===== src/rtl/axi_stream_packet_arbiter.sv =====
// Round-robin, packet-granular merge of NUM_INPUTS AXI-Stream inputs onto one registered output; grant held until TLAST accepted.
// Latency: request to first output beat is 2 cycles; input ready follows !m_tvalid || m_tready, so output stalls stop the granted input.
module axi_stream_packet_arbiter #(
    parameter int NUM_INPUTS = 4,
    parameter int byte_width = 4,
    parameter int user_width = 1,
    parameter int SEL_WIDTH  = $clog2(NUM_INPUTS)
) (
    input  logic                               clk,
    input  logic                               reset,
    input  logic [NUM_INPUTS-1:0]              s_tvalid,
    output logic [NUM_INPUTS-1:0]              s_tready,
    input  logic [NUM_INPUTS*8*byte_width-1:0] s_tdata,
    input  logic [NUM_INPUTS*byte_width-1:0]   s_tkeep,
    input  logic [NUM_INPUTS-1:0]              s_tlast,
    input  logic [NUM_INPUTS*user_width-1:0]   s_tuser,
    output logic                               m_tvalid,
    input  logic                               m_tready,
    output logic [8*byte_width-1:0]            m_tdata,
    output logic [byte_width-1:0]              m_tkeep,
    output logic                               m_tlast,
    output logic [user_width-1:0]              m_tuser,
    output logic [SEL_WIDTH-1:0]               m_tid,
    output logic                               busy,
    output logic [SEL_WIDTH-1:0]               grant_idx
);
    localparam int                   DW       = 8 * byte_width;
    localparam logic [SEL_WIDTH:0]   NUM_W    = (SEL_WIDTH+1)'(NUM_INPUTS);
    localparam logic [SEL_WIDTH-1:0] LAST_IDX = SEL_WIDTH'(NUM_INPUTS - 1);

    typedef enum logic {IDLE, PASS} state_t;
    state_t state;

    logic                  sel_vld;
    logic [DW-1:0]         sel_data;
    logic [byte_width-1:0] sel_keep;
    logic                  sel_last;
    logic [user_width-1:0] sel_user;
    logic                  out_free;
    logic                  accept;
    logic [SEL_WIDTH-1:0]  pick_idx;
    logic [SEL_WIDTH:0]    cand;

    always_comb begin
        sel_vld  = 1'b0;
        sel_data = '0;
        sel_keep = '0;
        sel_last = 1'b0;
        sel_user = '0;
        for (int i = 0; i < NUM_INPUTS; i++) begin
            if (grant_idx == SEL_WIDTH'(i)) begin
                sel_vld  = s_tvalid[i];
                sel_data = s_tdata[i*DW +: DW];
                sel_keep = s_tkeep[i*byte_width +: byte_width];
                sel_last = s_tlast[i];
                sel_user = s_tuser[i*user_width +: user_width];
            end
        end
    end

    // Scan from farthest to nearest so the nearest requester after the last grant wins.
    always_comb begin
        pick_idx = grant_idx;
        cand     = '0;
        for (int k = NUM_INPUTS; k >= 1; k--) begin
            cand = {1'b0, grant_idx} + (SEL_WIDTH+1)'(k);
            if (cand >= NUM_W) begin
                cand = cand - NUM_W;
            end
            if (s_tvalid[cand[SEL_WIDTH-1:0]]) begin
                pick_idx = cand[SEL_WIDTH-1:0];
            end
        end
    end

    assign out_free = !m_tvalid || m_tready;
    assign accept   = (state == PASS) && sel_vld && out_free;

    always_comb begin
        s_tready = '0;
        if (state == PASS && out_free) begin
            s_tready[grant_idx] = 1'b1;
        end
    end

    always_ff @(posedge clk or posedge reset) begin
        if (reset) begin
            state     <= IDLE;
            m_tvalid  <= 1'b0;
            m_tdata   <= '0;
            m_tkeep   <= '0;
            m_tlast   <= 1'b0;
            m_tuser   <= '0;
            m_tid     <= '0;
            busy      <= 1'b0;
            grant_idx <= LAST_IDX;
        end else begin
            if (accept) begin
                m_tvalid <= 1'b1;
                m_tdata  <= sel_data;
                m_tkeep  <= sel_keep;
                m_tlast  <= sel_last;
                m_tuser  <= sel_user;
                m_tid    <= grant_idx;
            end else if (m_tready) begin
                m_tvalid <= 1'b0;
            end

            case (state)
                IDLE: begin
                    if (|s_tvalid) begin
                        grant_idx <= pick_idx;
                        busy      <= 1'b1;
                        state     <= PASS;
                    end
                end
                PASS: begin
                    if (accept && sel_last) begin
                        busy  <= 1'b0;
                        state <= IDLE;
                    end
                end
                default: state <= IDLE;
            endcase
        end
    end
endmodule


===== config.mk =====
export PLATFORM = sky130hd
export DESIGN_NAME = axi_stream_packet_arbiter
export DESIGN_NICKNAME = d
export VERILOG_FILES = /design/src/rtl/axi_stream_packet_arbiter.sv
export SDC_FILE = /design/constraint.sdc
export NUM_CORES = 1
export LEC_CHECK = 0
export CORE_ASPECT_RATIO = 1.4
export CORE_MARGIN = 5
export CORE_UTILIZATION = 60
export DETAILED_ROUTE_END_ITERATION = 7
export DONT_BUFFER_PORTS = 1
export PLACE_DENSITY_LB_ADDON = 0.25
export REMOVE_ABC_BUFFERS = 1
export SLEW_MARGIN = 15
export SYNTH_ARGS = -nofsm -noshare
export SYNTH_HDL_FRONTEND = slang
export SYNTH_SLANG_ARGS = --single-unit

===== constraint.sdc =====
create_clock -name clk -period 3.8 [get_ports clk]
set_input_delay 0.76 -clock clk [delete_from_list [all_inputs] [get_ports clk]]
set_output_delay 0.76 -clock clk [all_outputs]
set_load 0.005 [all_outputs]

-- Yosys cells after proc, flatten, opt, wreduce, memory -nomap -nowiden
Cells that the tools add are included.
- register bits: 45
- input bits: 159
- output and inout bits: 48
- logic and storage cells: 93
- add/subtract/negate cells: 8
- $lt $le $gt $ge: 10
- equality and inequality tests: 5
- muxes and demuxes: 47
- bitwise gates (word level): 1
- reductions and logical operators: 13
- operator list (operator ; count):
    $mux W32 ; 4
    $mux W1 ; 23
    $mux W4 ; 5
    $mux W2 ; 8
    $lt A2 B3 Y1 const B ; 5
    $ge A3 B3 Y1 const B ; 4
    $bmux W1 S2 ; 4
    $sub A2 B1 Y2 const B ; 4
    $add A2 B2 Y3 const B ; 2
    $logic_and A1 B1 Y1 ; 5
    $eq A2 B2 Y1 const B ; 2
    $pmux W1 S2 ; 2
    $reduce_bool A4 Y1 ; 1
    $reduce_or A4 Y1 ; 1
    $add A2 B1 Y3 const B ; 1
    $add A2 B3 Y3 const B ; 1
    $reduce_and A3 Y1 ; 1
    $demux W1 S2 ; 1
    $eq A2 B1 Y1 const B ; 1
    $ge A2 B1 Y1 const B ; 1
    $logic_not A2 Y1 ; 1
    $ne A2 B1 Y1 const B ; 1
    $ne A2 B2 Y1 const B ; 1
    $reduce_and A2 Y1 ; 1
    4 further kinds ; 4

-- Logic depth before layout (Yosys ltp)
Gate-level depths: netlist (run 1).
- depth after elaboration: 10
- gate-level depth with buffers: 9

-- Least setup slack after synthesis (run 1)
OpenSTA, ideal clock, no wires.
- path type: reg-to-output
- from: register grant_idx[0]
- to: output s_tready[3]
- arrival time: 1509 ps
- required time: 3040 ps
- path slack: 1531 ps
- stages on the path, launching flop included: 6
- path through: dfstp_2 ha_1 clkbuf_1 buf_2 buf_2 and3_1
- cells in the longest elaborated chain, start to end: 5
- RTL lines (element ; line ; text):
    start, declared ; 25 ; output logic [SEL_WIDTH-1:0] grant_idx
    start signal, assigned ; 112 ; grant_idx <= pick_idx;
    $lt A2 B3 Y1 (implied by the code) / $ge A2 B1 Y1 (equally long branches) ; 82 ; s_tready[grant_idx] = 1'b1;
    $logic_and A1 B1 Y1 (implied by the code) ; 82 ;
    $mux W1 (implied by the code) ; 82 ;
    $demux W1 S2 (*) ; 82 ;
    $mux W4 (*) ; 81 ; if (state == PASS && out_free) begin
    end, declared ; 12 ; output logic [NUM_INPUTS-1:0] s_tready,
Mark *: on every way between the ends. The rest lies on a longest branch, timed or not.

-- Final worst setup path (run 1)
- from: register grant_idx[1]
- to: register m_tdata[11]
- cells in the longest elaborated chain, start to end: 7
- RTL lines (element ; line ; text):
    $logic_not A2 Y1 ; 51 ; if (grant_idx == SEL_WIDTH'(i)) begin
    $mux W1 (4 in series) ; 51 ;
    $logic_and A1 B1 Y1 (2 in series) ; 77 ; assign accept = (state == PASS) && sel_vld && out_free;
    end signal, assigned ; 100 ; m_tdata <= sel_data;
    end, declared ; 19 ; output logic [8*byte_width-1:0] m_tdata,
Parallel ways exist; a longest one is shown, timed or not.
A chain may end at the register's enable or synchronous reset.

==> impl_metrics.ini, run 1 <==
[place]
numPortBuffers = 0
globalplace.congestion = 0.880
placed_cells_incl_taps = 426
place_worst_setup_slack_ns = 1.05
hpwl_um = 6560

[clocking]
cts.hold.buffers_added = 0
clkTransAtPathRegs_ns = 0.08
max-clock-path-buffers = 2
number_of_setup_buffers_added_after_cts = 0
cts_resized = 0
tritoncts = yes
ctsHtreeMaxLevel = 2
clkLatencyLatePin_ns = 0.29
tritoncts.num_buffers = 5
root_buffer = clkbuf_8
cts.sinks = 45

[setup_path]
worstSetupStartpointType = flip-flop
worst_ep_required_time_ns = 3.98
critPathKind = reg -> reg
worst_r2r_endpoint = m_tdata[11]
timing.critical_path.to_type = flip-flop
r2r_setup_slack_ns = 1.03
timing.rr.start = grant_idx[1]
setup.worst_path.end = m_tdata[11]
worstPathArrival_ns = 2.95
critical_path_peak_fanout = 37
r2r_cells = 6
startpoint = grant_idx[1]

[detailed_routing]
met3_routed_wl_um = 851
drc_errors = 0
topRoutingLayerUsed = met4
detail_route.wirelength.met1_um = 3290
drt_pass1_iterations = 4
routed_wirelength_um = 8700
drt-initial-drc-count = 120
wl_per_cell_um = 20.1
postRouteAntennaNets = 0
vias = 2827
via_per_inst = 6.53
dr_wl_met2_um = 4340

[final_layout]
syn_to_final_growth_pct = 2.17
layout.cells.non_filler = 433
n_antenna_cell = 0
layout-drive-gt1-share_pct = 16.7
nets = 528

[logic_synthesis]
synthCells = 388
synth.cells.most_frequent = a21oi_1, dfrtp_1, inv_1, nand2_1, o21ai_0
synth_simple_gate_area_share_pct = 7.93
synth_enable_flop_cells = 0
synth.most_common_cell = a21oi_1
yosysSeqAreaShare_pct = 34.4
post_synth_xor_xnor_area_pct = 0
synth.yosys.warnings = 0
post_synth_num_cell_types = 39
netlist_area_mm2 = 0.00328
synthTopCellsByArea = dfrtp_1, a21oi_1, mux2_2
dominant_combinational_cell_family_by_area_after_synthesis = compound AO/OA/AOI/OAI gates
synth.ff_latch_count = 45
synthesis.area_per_instance_um2 = 8.46
synth_compound_gate_area_share_pct = 30.2
yosys.area.top_type_share_pct = 32.8
cell_taking_the_most_area_after_synthesis = dfrtp_1
synth_flop_cell = dfrtp_1
synthArstFlopShare_pct = 100
synth.mux.area_fraction_pct = 16.0
synth-adder-area-share_pct = 1.52

[global_route]
maximum_number_of_pins_on_one_net_before_global_route_repair = 48
grt_pass1_wl_um = 13700
remaining_global_route_overflow = 0
grt_usage_pct = 24.1
grt_antenna_before_repair = 0
first_global_vias = 2809

[timing]
report.final.setup_viol = 0
timing_max_transition_violations_final = 0
final.hold.worst_slack_ns = 0.534
rsz0062_at_grt = no
max_slew.worst_pin.slew_ns = 0.928
skew_ns = 0.00766
max_clock_freq_mhz = 361
finalWorstSetupSlack_ns = 1.03
final-hold-violation-count = 0
totalNegativeSetupSlack_ns = 0
relSlewSlack_pct = 38.0
min_period_ns = 2.77
finalCritPeriodShare_pct = 72.8

[die]
design.die.area_mm2 = 0.00707
start_util_pct = 60.7
die_height_um = 97.5
chipWidth_um = 72.5
core_mm2 = 0.00541
ioPinCount = 207
num_rows = 32

[pwr]
power.leakage_nw = 1.52
power_density_mw_per_mm2 = 980
ir_drop_uv = 682

[status]
run_status = complete, no violations

[hold_path]
hold_path.class = reg -> reg

[run]
maxCapViolations = 0
[layer usage]
metal  global-route usage (%)  vias up
met5                        0        -
met2                     39.6      145
met1                     28.9     1338
met3                     8.49       23
met4                     7.95        0
li1                         -     1321
[final cells by class]
type / count / area (um2)
flip-flops and latches: 45 / 1130
repair buffers: 5 / 50.0
inverters: 41 / 154
multi-input cells: 267 / 1830
fillers: 499 / 2050
well taps: 68 / 85.1
clock buffers: 5 / 68.8
clock inverters: 2 / 35.0
[stage by stage]
stage,instance area (um2),total power (W),util [%]
floorplan,3110,0.00252,-
global placement,3250,0.00289,60.1
detailed placement,3250,0.00295,60.1
CTS,3350,0.00331,62.1
global route,3350,0.00358,62.1
finish,3350,0.00329,62.1
[layout by cell type, fill, tap and decap left out, drive strengths merged]
cell      n
a2111oi   1
a21boi    1
a21o      1
a21oi    73
a221oi    4
a22o     34
a22oi     1
a2bb2oi   1
a31oi     1
and2      2
and3      4
buf       5
bufinv    1
clkbuf    5
clkinv    1
dfrtp    43
dfstp     2
ha        4
inv      41
mux2     40
mux2i     4
nand2    40
nand2b    1
nand3b    1
nor2      4
nor2b     4
nor3      1
nor3b     1
nor4      1
o21a      1
o21ai    37
o22a      1
o31ai     3
o41a      1
[worst min path at each step]
stage               depth (start not counted)    to  start  slack (ns)
detailed placement                          1  busy   busy        0.51
global placement                            1  busy   busy        0.52
finish                                      1  busy   busy        0.53
floorplan                                   1  busy   busy        0.48
CTS                                         1  busy   busy        0.53
global route                                1  busy   busy        0.55
[state kept, by name, summed over array words and instances (netlist names)]
register / cells
m_tlast: 1
grant_idx: 2
state: 1
m_tkeep: 4
m_tuser: 1
m_tdata: 32
busy: 1
m_tid: 2
m_tvalid: 1
[power by group]
| group | leakage, nW | switching [W] | internal [W] |
|---|---|---|---|
| Combinational | 0.912 | 0.00101 | 0.000978 |
| Sequential | 0.552 | 0.000233 | 0.000728 |
| Clock | 0.0540 | 0.000152 | 0.000191 |
[logic make-up after synthesis]
group	after synthesis
flip-flops	45
adder cells (fa/ha/maj)	4
AO/OA/AOI/OAI	160
AND/OR/NAND/NOR	59
buffers and inverters	76
multiplexers	44
[worst max-delay path, cell delays in order (launching register included)]
cell	delay, ns
dfstp_2	0.63
ha_2	0.67
a21oi_2	0.08
a221oi_2	0.29
o21a_2	0.36
buf_12	0.26
mux2_2	0.36
Power figures use the tool's default switching activity.
==> run 2, diff against run 1 <==
Settings changed: CORE_UTILIZATION 60 to 58.
Clock period 3.8 ns to 2.3 ns, I/O delays scaled along.
==> impl_metrics.ini, run 2 (synthesized netlist as in run 1, its figures left out) <==
[setup_path]
worst_r2r_endpoint = m_tdata[15]
critical_path_slowest_stage_cell = dfstp_2
worstPathArrival_ns = 1.74
worst_ep_required_time_ns = 1.84
critical_path.max_stage_delay_ns = 0.56
timing.rr.start = grant_idx[1]
worstSetupStartpointType = flip-flop
critical_path_peak_fanout = 59
path_cells = buf_4 > ha_2 > buf_12 > and3_1
timing.critical_path.to_type = primary output
critPathKind = reg -> out
r2r_setup_slack_ns = 0.10
r2r_cells = 7

[pwr]
cell_internal_pwr_w = 0.00320
fraction_of_power_spent_switching_nets_pct = 42.3
power.leakage_nw = 1.57
comb_power_share_pct = 63.3
pwr-share-seq_pct = 28.3
ir_drop_uv = 865
p_clk_share_pct = 8.4
total_switching_power_w = 0.00235
p_total_w = 0.00555
power_density_mw_per_mm2 = 1610

[clocking]
cts.sinks = 45
tritoncts.num_buffers = 5
root_buffer = clkbuf_8
clkLatencyLatePin_ns = 0.28
tritoncts = yes
ctsHtreeMaxLevel = 2
clkTransAtPathRegs_ns = 0.07
max-clock-path-buffers = 2

[timing]
max_slew.worst_pin.slew_ns = 0.473
finalWorstSetupSlack_ns = 0.100
report.final.setup_viol = 0
timing_max_transition_violations_final = 0
rsz0062_at_grt = yes
relSlewSlack_pct = 68.4
min_period_ns = 2.20
final-hold-violation-count = 0
finalCritPeriodShare_pct = 95.6
skew_ns = 0.00415
max_clock_freq_mhz = 455
totalNegativeSetupSlack_ns = 0

[hold_path]
hold_path.class = in -> async

[final_layout]
mostFrequentLayoutCell = a21oi_1
n_antenna_cell = 0
largest_register_by_flop_count = m_tdata
layout-drive-gt1-share_pct = 19.1
largest_registers = m_tdata (32), m_tkeep (4)
layout.cells.non_filler = 444
nets = 539
largest_reg_flops = 32
final_cell_mix = a21oi_1, dfrtp_1, nand2_1, inv_1, o21ai_0
syn_to_final_growth_pct = 5.11

[detailed_routing]
wl_per_cell_um = 20.0
drt-initial-drc-count = 112
drc_errors = 0
dr_wl_met2_um = 4810
drt_pass1_iterations = 4
via_per_inst = 6.34
vias = 2814
routed_wirelength_um = 8900
detail_route.wirelength.met1_um = 3300
met3_routed_wl_um = 640
postRouteAntennaNets = 0
topRoutingLayerUsed = met4

[global_route]
grt_antenna_before_repair = 0
grt_pass1_wl_um = 13400
maximum_number_of_pins_on_one_net_before_global_route_repair = 60
grt_usage_pct = 23.4
first_global_vias = 2761
remaining_global_route_overflow = 0

[die]
num_rows = 32
die_height_um = 99.0
chipWidth_um = 73.6
start_util_pct = 59.4
design.die.area_mm2 = 0.00729
ioPinCount = 207
core_mm2 = 0.00553

[place]
globalplace.congestion = 0.884
hpwl_um = 7070
placed_cells_incl_taps = 437
numPortBuffers = 0
place_worst_setup_slack_ns = 0.111

[status]
run_status = complete, no violations

[run]
maxCapViolations = 0
[run 2: worst max-delay path, delay by kind of cell, from the launching register on]
kind / cells / cell delay (ns)
adder cells (fa/ha/maj): 1 / 0.25
buffers and inverters: 2 / 0.41
AND/OR/NAND/NOR: 1 / 0.22
flip-flops: 1 / 0.56
[run 2: how the worst max path moves through the flow]
stage                 startpoint     endpoint  cells after the start
floorplan           grant_idx[1]  m_tdata[10]                      5
global placement    grant_idx[1]   m_tdata[7]                      7
detailed placement  grant_idx[1]  m_tdata[15]                      7
CTS                 grant_idx[1]  s_tready[2]                      4
global route        grant_idx[1]  m_tdata[15]                      7
finish              grant_idx[1]  s_tready[3]                      4
[run 2: power groups by stage]
stage	clock (W)	combinational [W]	sequential, W
after floorplan	0	0.00271	0.00145
after global placement	0	0.00337	0.00160
after detailed placement	0	0.00352	0.00160
after CTS	0.000486	0.00353	0.00159
after global routing	0.000517	0.00390	0.00162
final	0.000466	0.00352	0.00157
[run 2: timing repair]
action	in CTS	in global routing
gates resized for setup	0	2
hold buffers	0	0
hold endpoints to repair	0	0
endpoints found under the setup margin	0	20
setup buffers	0	0
[run 2: area by class of cell]
class	count	area, um2
Clock buffer	7	86.3
Multi-Input combinational cell	267	1840
Timing Repair Buffer	16	161
Fill cell	511	2070
Inverter	41	154
Sequential cell	45	1130
Tap cell	68	85.1
[run 2: layer usage]
layer / global-route usage (%) / vias up
li1: - / 1344
met2: 41.7 / 113
met1: 26.8 / 1346
met4: 7.11 / 0
met3: 5.82 / 11
met5: 0 / -
[run 2: per-stage QoR]
step	utilization, %	hold slack [ns]	area (um2)
2_1_floorplan	-	0.484	3110
3_3_place_gp	60.8	0.386	3360
3_5_place_dp	60.8	0.384	3360
4_1_cts	62.3	0.0719	3440
5_1_grt	62.5	0.0950	3450
6_report	62.5	0.0719	3450
